==> src/rtl/memory_stage_pkg.sv <==
// Shared CPU definitions for the memory stage: branch condition codes,
// memory FSM states and the captured execute-stage bundle.
package memory_stage_pkg;

   localparam int unsigned DATA_W  = 16;
   localparam int unsigned REG_W   = 4;
   localparam int unsigned FLAGS_W = 3;

   typedef enum logic [2:0] {
      BC_NE = 3'b000,
      BC_EQ = 3'b001,
      BC_GT = 3'b010,
      BC_LT = 3'b011,
      BC_GE = 3'b100,
      BC_LE = 3'b101,
      BC_VS = 3'b110,
      BC_AL = 3'b111
   } branch_cond_e;

   typedef enum logic {
      ST_IDLE = 1'b0,
      ST_WAIT = 1'b1
   } mem_state_e;

   // Flags are ordered {N,Z,V}.
   typedef struct packed {
      logic [DATA_W-1:0]  alu_result;
      logic [FLAGS_W-1:0] flags;
      logic [REG_W-1:0]   rd;
      logic [DATA_W-1:0]  reg_rt;
      logic               mem_read_en;
      logic               mem_write_en;
      logic               reg_write_en;
      logic               reg_write_src;
      logic [2:0]         branch_cond;
      logic               branch;
   } ex_bundle_t;

endpackage

==> src/rtl/memory_stage_branch_cond_eval.sv <==
// Evaluates a branch condition code against registered {N,Z,V} flags.
module branch_cond_eval
   import memory_stage_pkg::*;
(
   input  logic [2:0]         cond,
   input  logic [FLAGS_W-1:0] flags,
   output logic               cond_met
);

   logic n_flag;
   logic z_flag;
   logic v_flag;

   assign n_flag = flags[2];
   assign z_flag = flags[1];
   assign v_flag = flags[0];

   always_comb begin
      cond_met = 1'b0;
      case (branch_cond_e'(cond))
         BC_NE: cond_met = !z_flag;
         BC_EQ: cond_met = z_flag;
         BC_GT: cond_met = !z_flag && !n_flag;
         BC_LT: cond_met = n_flag;
         BC_GE: cond_met = z_flag || (!z_flag && !n_flag);
         BC_LE: cond_met = n_flag || z_flag;
         BC_VS: cond_met = v_flag;
         BC_AL: cond_met = 1'b1;
         default: cond_met = 1'b0;
      endcase
   end

endmodule

==> src/rtl/memory_stage_dff.sv <==
// Generic enabled register cell with asynchronous active-low clear.
module dff #(
   parameter int unsigned WIDTH = 1
) (
   input  logic             clk,
   input  logic             rst_n,
   input  logic             en,
   input  logic [WIDTH-1:0] d,
   output logic [WIDTH-1:0] q
);

   always_ff @(posedge clk or negedge rst_n) begin
      if (!rst_n)
         q <= '0;
      else if (en)
         q <= d;
   end

endmodule

==> src/rtl/memory_stage.sv <==
// Memory pipeline stage: data memory handshake, branch resolution and
// writeback selection, holding its stage registers while stalled.
module memory_stage
   import memory_stage_pkg::*;
(
   input  logic        clk,
   input  logic        rst_n,
   input  logic [15:0] e_alu_result,
   input  logic [2:0]  e_flags,
   input  logic [3:0]  e_rd,
   input  logic [15:0] e_reg_rt,
   input  logic        e_mem_read_en,
   input  logic        e_mem_write_en,
   input  logic        e_reg_write_en,
   input  logic        e_reg_write_src,
   input  logic [2:0]  e_branch_cond,
   input  logic        e_branch,
   input  logic [15:0] mem_rdata,
   input  logic        mem_ack,
   output logic        mem_req,
   output logic        mem_wr,
   output logic [15:0] mem_addr,
   output logic [15:0] mem_wdata,
   output logic        stall,
   output logic        branch_taken,
   output logic [15:0] branch_target,
   output logic [3:0]  m_rd,
   output logic        m_reg_write_en,
   output logic [15:0] m_wb_data
);

   ex_bundle_t ex_d;
   ex_bundle_t ex_q;
   mem_state_e state;
   logic       op;
   logic       cond_met;
   logic       read_done;

   assign ex_d = '{
      alu_result:    e_alu_result,
      flags:         e_flags,
      rd:            e_rd,
      reg_rt:        e_reg_rt,
      mem_read_en:   e_mem_read_en,
      mem_write_en:  e_mem_write_en,
      reg_write_en:  e_reg_write_en,
      reg_write_src: e_reg_write_src,
      branch_cond:   e_branch_cond,
      branch:        e_branch
   };

   dff #(.WIDTH($bits(ex_bundle_t))) u_stage_regs (
      .clk   (clk),
      .rst_n (rst_n),
      .en    (!stall),
      .d     (ex_d),
      .q     (ex_q)
   );

   branch_cond_eval u_branch_cond_eval (
      .cond     (ex_q.branch_cond),
      .flags    (ex_q.flags),
      .cond_met (cond_met)
   );

   assign op = ex_q.mem_read_en || ex_q.mem_write_en;

   always_ff @(posedge clk or negedge rst_n) begin
      if (!rst_n) begin
         state <= ST_IDLE;
      end else begin
         case (state)
            ST_IDLE: if (op && !mem_ack) state <= ST_WAIT;
            ST_WAIT: if (mem_ack)        state <= ST_IDLE;
            default:                     state <= ST_IDLE;
         endcase
      end
   end

   // Request is combinational so a zero-wait ack retires the access in the
   // cycle it is presented; ack with no request never reaches the FSM path.
   assign mem_req   = ((state == ST_IDLE) && op) || (state == ST_WAIT);
   assign mem_wr    = ex_q.mem_write_en;
   assign mem_addr  = ex_q.alu_result;
   assign mem_wdata = ex_q.reg_rt;
   assign stall     = mem_req && !mem_ack;

   assign read_done = mem_req && mem_ack && !ex_q.mem_write_en;

   assign m_rd           = ex_q.rd;
   assign m_reg_write_en = ex_q.reg_write_en && !stall;
   assign m_wb_data      = (ex_q.reg_write_src && read_done) ? mem_rdata : ex_q.alu_result;

   assign branch_taken  = ex_q.branch && cond_met && !stall;
   assign branch_target = ex_q.alu_result;

endmodule

==> config.mk <==
export PLATFORM = sky130hd
export DESIGN_NAME = memory_stage
export DESIGN_NICKNAME = d
export VERILOG_FILES = /design/src/rtl/memory_stage_pkg.sv /design/src/rtl/memory_stage_branch_cond_eval.sv /design/src/rtl/memory_stage_dff.sv /design/src/rtl/memory_stage.sv
export SDC_FILE = /design/constraint.sdc
export NUM_CORES = 1
export LEC_CHECK = 0
export CAP_MARGIN = 0
export CELL_PAD_IN_SITES_DETAIL_PLACEMENT = 1
export CELL_PAD_IN_SITES_GLOBAL_PLACEMENT = 1
export CORE_ASPECT_RATIO = 0.7
export CORE_MARGIN = 2
export CORE_UTILIZATION = 30
export DETAILED_ROUTE_END_ITERATION = 12
export PLACE_DENSITY_LB_ADDON = 0.1
export SYNTH_ARGS = -nofsm -noshare
export SYNTH_HDL_FRONTEND = slang
export SYNTH_SLANG_ARGS = --single-unit
==> constraint.sdc <==
create_clock -name clk -period 2 [get_ports clk]
set_clock_uncertainty 0.15 [all_clocks]
set_input_delay 0.4 -clock clk [delete_from_list [all_inputs] [get_ports clk]]
set_output_delay 0.4 -clock clk [all_outputs]
set_load 0.005 [all_outputs]
### After elaboration in Yosys (flattened, before gate mapping)

Index checks and enable logic that the tools add are counted.

| storage, ports and cells | value |
|---|---|
| bits in registers | 48 |
| bits of input ports | 66 |

| operators by class | value |
|---|---|
| reduce and logical (&&, ||, !) cells | 20 |
| bitwise gates (word level) | 1 |
| mux-type cells | 5 |
| eq/ne operators | 7 |

Operators with widths:

| cell | number |
|---|---|
| 16-bit 2-to-1 mux | 1 |
| 3-bit == test (second input constant) | 4 |
| 1-bit logical AND | 10 |
| 1-bit case mux with 8 select lines | 1 |
| 3-bit by 2-bit == test with 1-bit output (second input constant) | 2 |
| 1-bit zero test | 5 |
| 1-bit logical OR | 4 |
| 3-bit by 1-bit == test with 1-bit output (second input constant) | 1 |
| 3-bit zero test | 1 |
| 1-bit 2-to-1 mux | 2 |
| 1-bit case mux with 2 select lines | 1 |
| 1-bit NOT | 1 |

### Longest topological paths before layout

Gate-level depths: netlist of the first run.

| depth | value |
|---|---|
| word-level depth | 7 |
| gate-level depth with buffers | 5 |
| gate-level depth less buffers | 3 |

### By module

A second synthesis of the first run with hierarchy kept.

| second synthesis, totals | value |
|---|---|
| cell total of the unflattened synthesis | 153 |
| area total of the unflattened synthesis | 2397.3 µm² |

By module, submodules not included:

| module | seq. area each (µm²) | cells an instance | instances | area an instance (µm²) |
|---|---|---|---|---|
| dff | 1176.1 | 99 | 1 | 1868.0 |
| memory_stage | 25.0 | 43 | 1 | 452.9 |
| branch_cond_eval | 0.0 | 11 | 1 | 76.3 |

### Worst setup path before layout of the first run

OpenSTA, ideal clock, no wires.

| path | value |
|---|---|
| path type | flip-flop to output port |
| start point | register state |
| end point | output m_wb_data[10] |
| data arrival time | 1254 ps |
| cell stages (with the launch flop) | 5 |
| slack | 196 ps |
| required time | 1450 ps |
| cells stage by stage | dfrtp_1 > o211ai_1 > nor2_2 > buf_6 > mux2_2 |

| on the way | value |
|---|---|
| longest elaborated chain between the ends | 7 |

RTL lines:

| element | line | source |
|---|---|---|
| from (decl) | memory_stage.sv:34 | `mem_state_e state;` |
| from (signal assigned) | memory_stage.sv:70 | `state <= ST_IDLE;` |
| from (signal assigned) | memory_stage.sv:73 | `ST_IDLE: if (op && !mem_ack) state <= ST_WAIT;` |
| from (signal assigned) | memory_stage.sv:74 | `ST_WAIT: if (mem_ack) state <= ST_IDLE;` |
| 1-bit NOT | memory_stage.sv:82 | `assign mem_req = ((state == ST_IDLE) && op) \|\| (state == ST_WAIT);` |
| 1-bit logical AND | memory_stage.sv:82 |  |
| 1-bit logical OR * | memory_stage.sv:82 |  |
| 1-bit logical AND * (2 in series) | memory_stage.sv:88 | `assign read_done = mem_req && mem_ack && !ex_q.mem_write_en;` |
| 1-bit logical AND * | memory_stage.sv:92 | `assign m_wb_data = (ex_q.reg_write_src && read_done) ? mem_rdata : ex_q.alu_result;` |
| 16-bit 2-to-1 mux * | memory_stage.sv:92 |  |
| to (decl) | memory_stage.sv:29 | `output logic [15:0] m_wb_data` |

Mark *: on every way between the ends. The rest lies on a longest branch, timed or not.

### Worst setup path after layout of the first run

| path | value |
|---|---|
| start point | register u_stage_regs.q[7] |
| end point | output m_wb_data[0] |

| on the way | value |
|---|---|
| longest elaborated chain between the ends | 7 |

RTL lines:

| element | line | source |
|---|---|---|
| from (decl) | memory_stage_dff.sv:9 | `output logic [WIDTH-1:0] q` |
| from (signal assigned) | memory_stage_dff.sv:14 | `q <= '0;` |
| from (signal assigned) | memory_stage_dff.sv:16 | `q <= d;` |
| 1-bit logical OR | memory_stage.sv:66 | `assign op = ex_q.mem_read_en \|\| ex_q.mem_write_en;` |
| 1-bit logical AND | memory_stage.sv:82 |  |
| 1-bit logical OR | memory_stage.sv:82 |  |
| 1-bit logical AND (2 in series) | memory_stage.sv:88 |  |
| 1-bit logical AND | memory_stage.sv:92 |  |
| 16-bit 2-to-1 mux | memory_stage.sv:92 |  |

Every way passes these cells.

==> impl_results.md, run 1 <==
* Crit Path Class: register to output port
* Pwr Density at roughly 780 nW/um^2
* Top Ports at roughly 140
* Asr flop ratio synth at 100.0%
* Mapped Cells at 187
* Worst Setup Start Kind: register
* Final core utilization at between 40% and 50%
* Fin crit period at about 2.2 ns
* Full die area at approximately 9300 sq um
* Avg Cell Area, Syn at about 14 sq um
* Htree depth at 2
* Total track usage at roughly 14%
* Worst-path fanout max at 7
* Worst-Margin Slew at roughly 0.37 ns
* Distinct cells, synth at 18
* Final Non-Filler Cells at ~410
* Reg-to-reg startpoint: u_stage_regs.q[7]
* Synthesis Warnings at 0
* Worst path most repeated cell: buf_6
* VDD IR max at around 0.31 mV
* R2r endpoint: u_stage_regs.q[28]
* Clock tree buffer depth at 2
* Clk sinks at 48
* Placed cell count at roughly 390
* Max Clk Rate at around 0.46 GHz
* Net Count, Synth at ~250
* Later-pin clock latency in the skew report at 0.29 ns
* DP HPWL at between 4 and 5 mm
* Total grt overflow at 0
* Crit path buffers/inverters at 3
* Die Width at ~110 um
* Drt first pass iters at 2
* Post-DR wirelength/cell at about 16 um
* Violated checks: setup timing
* Routed Wire Length at around 6.3 mm
* Clk root buf: clkbuf_16
* Final setup fails at 20
* Setup ws final at -0.1903 ns
* Vias at 1771
* Ys flop type: dfrtp_1
* Nets at 368
* Largest net degree at the start of global routing at about 50
* Hold path start: u_stage_regs.q[5]
* 1st-iter DRT viols at 35
* Detail Route Antenna Nets at 0
* CP required at about 1.5 ns
* Post-DR vias/cell at ~4.3
* Status: finished with violations
* Starting density of the core at 30.58%
* Seq/Total Area, Yosys at between 40% and 50%
* Slowest stage cell, crit path: dfrtp_1
* Synth area leaders: dfrtp_1, mux2_2, buf_4
* Total CTS buffers at 5
* RSZ-0062 raised after global routing: yes
* Slew HR at 74.98%
* Die Ht at between 80 and 90 um
* Worst Hold Depth at 1
* Number of flops mapped to enable cells by yosys at 0
* Vias in the first global route at between 1500 and 2000
* CTS tree: built
* CP Launch Point: u_stage_regs.q[7]
* Clock-pin slew of the registers on the worst-case setup and hold paths at around 0.060 ns
* Period utilization at 109.5%
* Synth area leader: dfrtp_1
* Lkg Pwr at 1.748 nW
* Hold crit path type: register to register
* R2R setup slack at 0.04 ns
* Mapped Area at around 2500 sq um
* Area grow syn2layout at 59.62%
* Initial antenna violation count at 0
* # diodes at 0
* Worst EP arrival at about 1.6 ns
* CP max stage delay at 0.41 ns
* Synth top area share at a little under half
* Fraction of layout instances using a drive strength above 1 at 41.58%
* First-pass GRT wire length at about 10 mm
* Cell with the most instances after synthesis: buf_4
* Routability cong. at about 0.67
* Rows at 28
* Endpoints failing hold at 0
* Drc violations at 0
* Max Slew Vio Count at 0
* Number of max-cap violations at 0
* Yosys reg bits at between 40 and 50
* Core ar. at about 8300 sq um
* Hold endpoint: u_stage_regs.q[5]
* Kind of cell adding the most delay to the critical path: flip-flops
* CP Cell Sequence: o211ai_1 > nor2_2 > buf_6 > buf_8 > mux2_4 > buf_6
* CP Capture Type: output port
* Top cells by count, synth: buf_4, dfrtp_1, mux2_2
* Worst r2r path cells at 9
* Port bufs at about 140
==> layout by cell type, fill, tap and decap left out, types with 2 or more instances in the layout <==
cell type        count
clkdlybuf4s50_1    116
clkbuf_16            6
dlygate4sd2_1        2
o21ai_0              2
buf_12               4
buf_6                9
buf_8                2
dfrtp_1             48
buf_4               14
mux2_4              23
buf_2               17
mux2_2              40
inv_1                2
==> layout make-up <==
cell class                 instances  area [sq um]
clock buffer                       6         138.9
tap                              105         131.4
multi-input combinational         79         937.1
clock inverter                     2         38.79
inverter                           2         7.507
timing repair buffer             166          1615
fill                             854          4268
sequential                        48          1201
==> state kept, by name, summed over array words and instances (netlist names) <==
| signal | flops |
|---|---|
| state | 1 |
| u_stage_regs.q | 47 |
==> how the worst max path moves through the flow <==
stage / endpoint / slack [ns] / cells past startpoint
after detailed placement: m_wb_data[13] / -0.68 / 6
after floorplan: m_wb_data[10] / 0.20 / 4
final: m_wb_data[0] / -0.19 / 6
after CTS: m_wb_data[0] / -0.29 / 7
after global routing: m_wb_data[9] / -0.26 / 6
after global placement: m_wb_data[13] / -0.67 / 6
==> metal layers <==
metal	vias up	wire length, um	GRT usage, %
met1	881	2850	18.22
met5	-	0	0
met2	64	3036	24.35
met3	7	402	4.179
met4	0	54	3.293
li1	819	-	-
==> kinds of logic (layout without fill, tap and decap cells) <==
family          count (synthesis)  in the layout  synth area share [%]
buf+inv                        60            176                 17.76
flops                          48             48                 47.10
mux                            63             63                 30.77
compound gates                  8              8                 2.012
simple gates                    8              8                 2.356
==> metrics by stage <==
stage | power, mW | hold WS [ns] | cell area [sq um] | setup TNS, ns | setup slack [ns]
3_3_place_gp | 2.172 | 0.2619 | 3807 | -17.52 | -0.6729
2_1_floorplan | 1.707 | -0.04559 | 2550 | 0 | 0.1957
5_1_grt | 3.358 | 0.3753 | 4070 | -4.845 | -0.2559
6_report | 3.185 | 0.3519 | 4070 | -3.043 | -0.1903
4_1_cts | 3.207 | 0.3591 | 4039 | -4.067 | -0.2902
3_5_place_dp | 2.188 | 0.2612 | 3807 | -17.91 | -0.6818
==> power by group <==
| part | switching [mW] | internal (mW) |
|---|---|---|
| clock network | 0.371 | 0.627 |
| registers | 0.0989 | 1.10 |
| logic | 0.287 | 0.707 |
==> repair_timing <==
| action | CTS | global route |
|---|---|---|
| cloned | 1 | 1 |
| hold endpoints to repair | 48 | 0 |
| hold buffers | 1 | 0 |
| buffers inserted | 9 | 3 |
| setup endpoints to repair | 20 | 30 |
| gates resized for setup | 95 | 7 |
| pin swaps | 6 | 4 |
Power figures use the tool's default switching activity.
==> run 2: changes to the inputs <==
--- a/config.mk
+++ b/config.mk
@@ -10,7 +10,7 @@
 export CELL_PAD_IN_SITES_GLOBAL_PLACEMENT = 1
 export CORE_ASPECT_RATIO = 0.7
 export CORE_MARGIN = 2
-export CORE_UTILIZATION = 30
+export CORE_UTILIZATION = 32
 export DETAILED_ROUTE_END_ITERATION = 12
 export PLACE_DENSITY_LB_ADDON = 0.1
 export SYNTH_ARGS = -nofsm -noshare
==> constraint.sdc (replaced) <==
create_clock -name clk -period 2.84 [get_ports clk]
set_clock_uncertainty 0.15 [all_clocks]
set_input_delay 0.568 -clock clk [delete_from_list [all_inputs] [get_ports clk]]
set_output_delay 0.568 -clock clk [all_outputs]
set_load 0.005 [all_outputs]
==> run 2 against run 1 <==
Sequential share of layout area increased by 1.5 points. Largest power group unchanged. Register-to-register slack gained 0.70 ns. Global-route usage down 0.29 points. Non-clock buffer count is 19 lower. Critical path depth is 1 higher. Critical path type is now input pin to output port. The run now ends clean. Sequential cell count is the same. Largest cell class unchanged. Total power shrank 33%.
==> impl_results.md, run 2 (synthesis gave the netlist of run 1 again) <==
* Status: completed
* Post-DR vias/cell at approximately 4.4
* Endpoints failing hold at 0
* DP HPWL at 4.297 mm
* Final setup fails at 0
* Die Ht at just under 80 um
* Fraction of layout instances using a drive strength above 1 at around 30%
* Htree depth at 2
* Most common cell after layout, fill and taps aside: clkdlybuf4s50_1
* Rows at 27
* Max FFs per register at 47
* Slew HR at around three fifths
* Setup TNS at 0 ns
* Die Width at between 100 and 150 um
* Clock tree buffer depth at 2
* Nets at ~350
* Clk sinks at 48
* Fin crit period at approximately 2.6 ns
* Full die area at 8710 sq um
* Port bufs at around 140
* Area grow syn2layout at 51.82%
* Worst-Margin Slew at approximately 0.61 ns
* Top reg by flops: u_stage_regs.q
* Core ar. at around 7800 sq um
* Clock-pin slew of the registers on the worst-case setup and hold paths at about 0.07 ns
* Later-pin clock latency in the skew report at 0.28 ns
* Lkg Pwr at approximately 1.6 nW
* 1st-iter DRT viols at 22
* First-pass GRT wire length at between 9 and 10 mm
* Pwr Density at 549.0 nW/um^2
* Drt first pass iters at 4
* CTS tree: built
* Post-Layout Inst Area at between 3000 and 4000 sq um
* Largest net degree at the start of global routing at 40
* Worst EP arrival at 1.88 ns
* Drc violations at 0
* Total track usage at 14.03%
* Routed Wire Length at a little under 6 mm
* Worst-path fanout max at 8
* Number of max-cap violations at 0
* Vias at ~1700
* Fill cells at 821
* Period utilization at about 92%
* Vias in the first global route at around 1800
* Starting density of the core at between 30 and 40%
* Post-DR wirelength/cell at about 15 um
* Total grt overflow at 0
* Max Slew Vio Count at 0
* CP required at 2.12 ns
* # diodes at 0
* Final Non-Filler Cells at 385
* Initial antenna violation count at 0
* Hold crit path type: input pin to asynchronous set/reset pin
* RSZ-0062 raised after global routing: no
* Worst Setup Start Kind: input pin
* Placed Instance Area at between 3000 and 4000 sq um
* Total CTS buffers at 5
* CP Capture Type: output port
* Placed cell count at about 370
* Commonest cells after routing, fill and taps aside: clkdlybuf4s50_1, dfrtp_1, mux2_2, mux2_4, dlygate4sd2_1
* Routability cong. at 0.6599
* Largest regs: u_stage_regs.q x47, state x1
* Top Ports at 139
* Clk root buf: clkbuf_16
* Max Clk Rate at approximately 0.38 GHz
* Total power draw at approximately 2.1 mW
* VDD IR max at 0.2959 mV
* Detail Route Antenna Nets at 0
* Crit Path Class: input pin to output port
[run 2: cell types whose count changed in the layout (fill, tap and decap cells not counted), moves of 8 or more]
cell / previous run / this run
dlygate4sd2_1: 2 / 16
buf_6: 9 / 0
buf_4: 14 / 6
buf_2: 17 / 1
[run 2: layout make-up]
| type | count | area (sq um) | area share [%] |
|---|---|---|---|
| clock buffer | 6 | 128.9 | 3.329 |
| clock inverter | 2 | 35.03 | 0.9050 |
| inverter | 2 | 7.507 | 0.1939 |
| timing repair buffer | 147 | 1471 | 38.01 |
| tap | 101 | 126.4 | 3.264 |
| sequential | 48 | 1201 | 31.03 |
| multi-input combinational | 79 | 900.9 | 23.27 |
[run 2: path summary, 6_finish.rpt]
path	start	endpoint	slack, ns	cells past startpoint
worst max-delay path	mem_ack	m_wb_data[11]	0.24	7
worst min-delay path	rst_n	u_stage_regs.q[38]	0.13	1
worst max register to register	u_stage_regs.q[6]	u_stage_regs.q[30]	0.74	5
worst min register to register	u_stage_regs.q[18]	u_stage_regs.q[18]	0.35	1
max in group asynchronous	rst_n	u_stage_regs.q[1]	1.87	2
min in group clk	u_stage_regs.q[18]	u_stage_regs.q[18]	0.35	1
[run 2: what timing repair did]
action / in CTS / in global routing
hold buffers: 0 / 0
buffers inserted: 2 / 0
gates cloned: 1 / 0
pin swaps: 1 / 0
setup endpoints to repair: 16 / 1
resized for setup: 19 / 1
[run 2: metrics by stage]
stage	util, %	hold WS [ns]	worst slack [ns]
final	49.61	0.1335	0.2390
after global routing	49.61	0.1751	0.1186
after CTS	49.58	0.1594	0.07472
after detailed placement	47.19	0.3407	-0.1526
after global placement	47.19	0.3313	-0.1351
after floorplan	-	0.1224	0.7004
[run 2: worst max-delay path: stages]
cell and delay, ns:
dlygate4sd2_1 0.22, o211ai_1 0.11, nor2_2 0.13, buf_4 0.14, buf_16 0.13, mux2_2 0.32
dlygate4sd2_1 0.26
[run 2: per-layer routing]
layer  vias to the layer above  share of wire, %  global-route usage [%]
li1                        783                 -                       -
met1                       829                46                   18.33
met2                        73                45                   22.39
met3                         5               8.4                   4.788
met4                         0              0.68                   3.750
met5                         -                 0                       0
[run 2: power breakdown]
group | internal, mW | switching (mW)
Clock | 0.414 | 0.249
Combinational | 0.445 | 0.175
Sequential | 0.771 | 0.0701
Total | 1.63 | 0.494
==> run 3: changes to the inputs <==
--- a/config.mk
+++ b/config.mk
@@ -10,7 +10,7 @@
 export CELL_PAD_IN_SITES_GLOBAL_PLACEMENT = 1
 export CORE_ASPECT_RATIO = 0.7
 export CORE_MARGIN = 2
-export CORE_UTILIZATION = 32
+export CORE_UTILIZATION = 27
 export DETAILED_ROUTE_END_ITERATION = 12
 export PLACE_DENSITY_LB_ADDON = 0.1
 export SYNTH_ARGS = -nofsm -noshare
==> constraint.sdc (replaced) <==
create_clock -name clk -period 2.2 [get_ports clk]
set_clock_uncertainty 0.15 [all_clocks]
set_input_delay 0.44 -clock clk [delete_from_list [all_inputs] [get_ports clk]]
set_output_delay 0.44 -clock clk [all_outputs]
set_load 0.005 [all_outputs]
==> run 3 against run 2 <==
The run now ends with hold timing left. Sequential cell count unchanged. Highest routed layer unchanged. Sequential share of layout area shrank 1.0 points. Largest cell class unchanged. Final cell count rose by 7.8%.
==> impl_results.md, run 3 (synthesis gave the netlist of run 1 again) <==
* Status: finished with violations
* Violated checks: hold timing
* Clock-pin slew of the registers on the worst-case setup and hold paths at about 0.06 ns
* Rows at 29
* # diodes at 0
* Initial antenna violation count at 0
* Die Ht at approximately 85 um
* Total track usage at around 13%
* Worst Setup Start Kind: register
* Detail Route Antenna Nets at 0
* CP Cell Sequence: o211ai_1 > nor2_2 > buf_6 > mux2_4 > buf_6
* CP Capture Type: output port
* Full die area at a little over 10000 sq um
* Fin crit period at 2.159 ns
* VDD IR max at between 0.2 and 0.3 mV
* Slew HR at between 60 and 70%
* RSZ-0062 raised after global routing: yes
* Clock network fraction of design power at roughly a quarter
* Max Clk Rate at 0.4632 GHz
* Drt first pass iters at 2
* Fraction of layout instances using a drive strength above 1 at between 30% and 40%
* Crit Path Class: register to output port
* Total power draw at roughly 2.7 mW
* Total grt overflow at 0
* Net Sw Frac at 24.33%
* # hold bufs at CTS at 0
* Worst-Margin Slew at ~0.53 ns
* Clock tree buffer depth at 2
* Starting density of the core at around 28%
* Period utilization at a little over nine tenths
* Largest net degree at the start of global routing at 29
* Seq pwr share at roughly 40%
* Top Ports at ~140
* Lkg Pwr at 1.711 nW
* Commonest cells after routing, fill and taps aside: clkdlybuf4s50_1, dfrtp_1, mux2_4, mux2_2, buf_6
* Gate power share at approximately 34%
* Number of max-cap violations at 0
* Largest regs: u_stage_regs.q x47, state x1
* Routability cong. at about 0.66
* Most common cell after layout, fill and taps aside: clkdlybuf4s50_1
* Worst path most repeated cell: buf_6
* Area grow syn2layout at 57.07%
* DP HPWL at approximately 4.7 mm
* Post-DR vias/cell at roughly 4.2
* CTS tree: built
* First-pass GRT wire length at about 10 mm
* Later-pin clock latency in the skew report at slightly below 0.3 ns
* Vias at roughly 1700
* Die Width at about 120 um
* Setup TNS at 0 ns
* Net Switching at between 600 and 700 uW
* Top reg by flops: u_stage_regs.q
* CP max stage delay at 0.40 ns
* Vias in the first global route at ~1900
* Crit path buffers/inverters at 2
* Port bufs at approximately 140
* Drc violations at 0
* Slowest stage cell, crit path: dfrtp_1
* Hold_ws at -0.01963 ns
* Final setup fails at 0
* Fill cells at about 950
* Htree depth at 2
* Clk root buf: clkbuf_16
* Endpoints failing hold at 21
* Total CTS buffers at 5
* Clk sinks at 48
* Worst EP arrival at between 1.5 and 2 ns
* Pwr Density at 677.8 nW/um^2
* Max FFs per register at between 40 and 50
* CP required at ~1.6 ns
* Post-DR wirelength/cell at around 16 um
* Core ar. at just over 9000 sq um
* Routed Wire Length at 6.559 mm
* Hold crit path type: input pin to asynchronous set/reset pin
* 1st-iter DRT viols at 41
* Max Slew Vio Count at 0
* Kind of cell adding the most delay to the critical path: flip-flops
* Worst-path fanout max at 8
* Nets at ~360
* Int Pwr at ~2.1 mW
run 3: cell types whose count changed in the layout (fill, tap and decap cells not counted), moves of 2 or more:
| cell | delta |
|---|---|
| buf_4 | +9 |
| clkdlybuf4s50_1 | -3 |
| dlygate4sd2_1 | -13 |
| mux2_4 | +16 |
| buf_12 | -2 |
| buf_6 | +20 |
| mux2_2 | -16 |
run 3: power groups by stage:
stage	sequential (mW)	clock, mW	combinational, mW
CTS	1.09	0.741	0.865
finish	1.09	0.708	0.922
floorplan	1.08	0	0.475
detailed placement	1.10	0	0.852
global placement	1.10	0	0.842
global route	1.10	0.778	0.983
run 3: metrics by stage:
stage               instances  setup slack, ns  area, sq um  utilization, %
floorplan                 187           0.3164         2550               -
global placement          402          -0.5272         3736           41.02
detailed placement        402          -0.5445         3736           41.02
CTS                       416         -0.05130         3906           42.89
global route              415         -0.04092         4005           43.98
finish                    415          0.04104         4005           43.98
run 3: worst paths after layout:
kind | startpoint | endpoint | slack, ns | cells past startpoint
min in group clk | u_stage_regs.q[5] | u_stage_regs.q[5] | 0.35 | 1
setup reg to reg | u_stage_regs.q[7] | u_stage_regs.q[17] | 0.20 | 8
hold / removal | rst_n | u_stage_regs.q[38] | -0.02 | 1
hold reg to reg | u_stage_regs.q[5] | u_stage_regs.q[5] | 0.35 | 1
max in group asynchronous | rst_n | u_stage_regs.q[9] | 1.32 | 2
setup / recovery | u_stage_regs.q[7] | m_wb_data[6] | 0.04 | 5
run 3: layer usage:
layer | GRT usage, % | wire length, um
met5 | 0 | 0
met4 | 3.636 | 83
met3 | 5.444 | 665
met2 | 18.80 | 2826
met1 | 16.65 | 2984
run 3: final cells by class:
cell class	count	area, sq um	share of cell area, %
repair buffers	157	1540	38.46
flip-flops and latches	48	1202	30.02
multi-input cells	79	974.7	24.34
well taps	124	155.1	3.874
clock buffers	5	125.1	3.124
inverters	2	7.507	0.1874
run 3: repair_timing:
item / CTS / global route
pin swaps: 4 / 2
setup buffers: 8 / 1
endpoints found under the hold margin: 0 / 0
cloned: 1 / 0
endpoints found under the setup margin: 20 / 17
resized for setup: 84 / 32
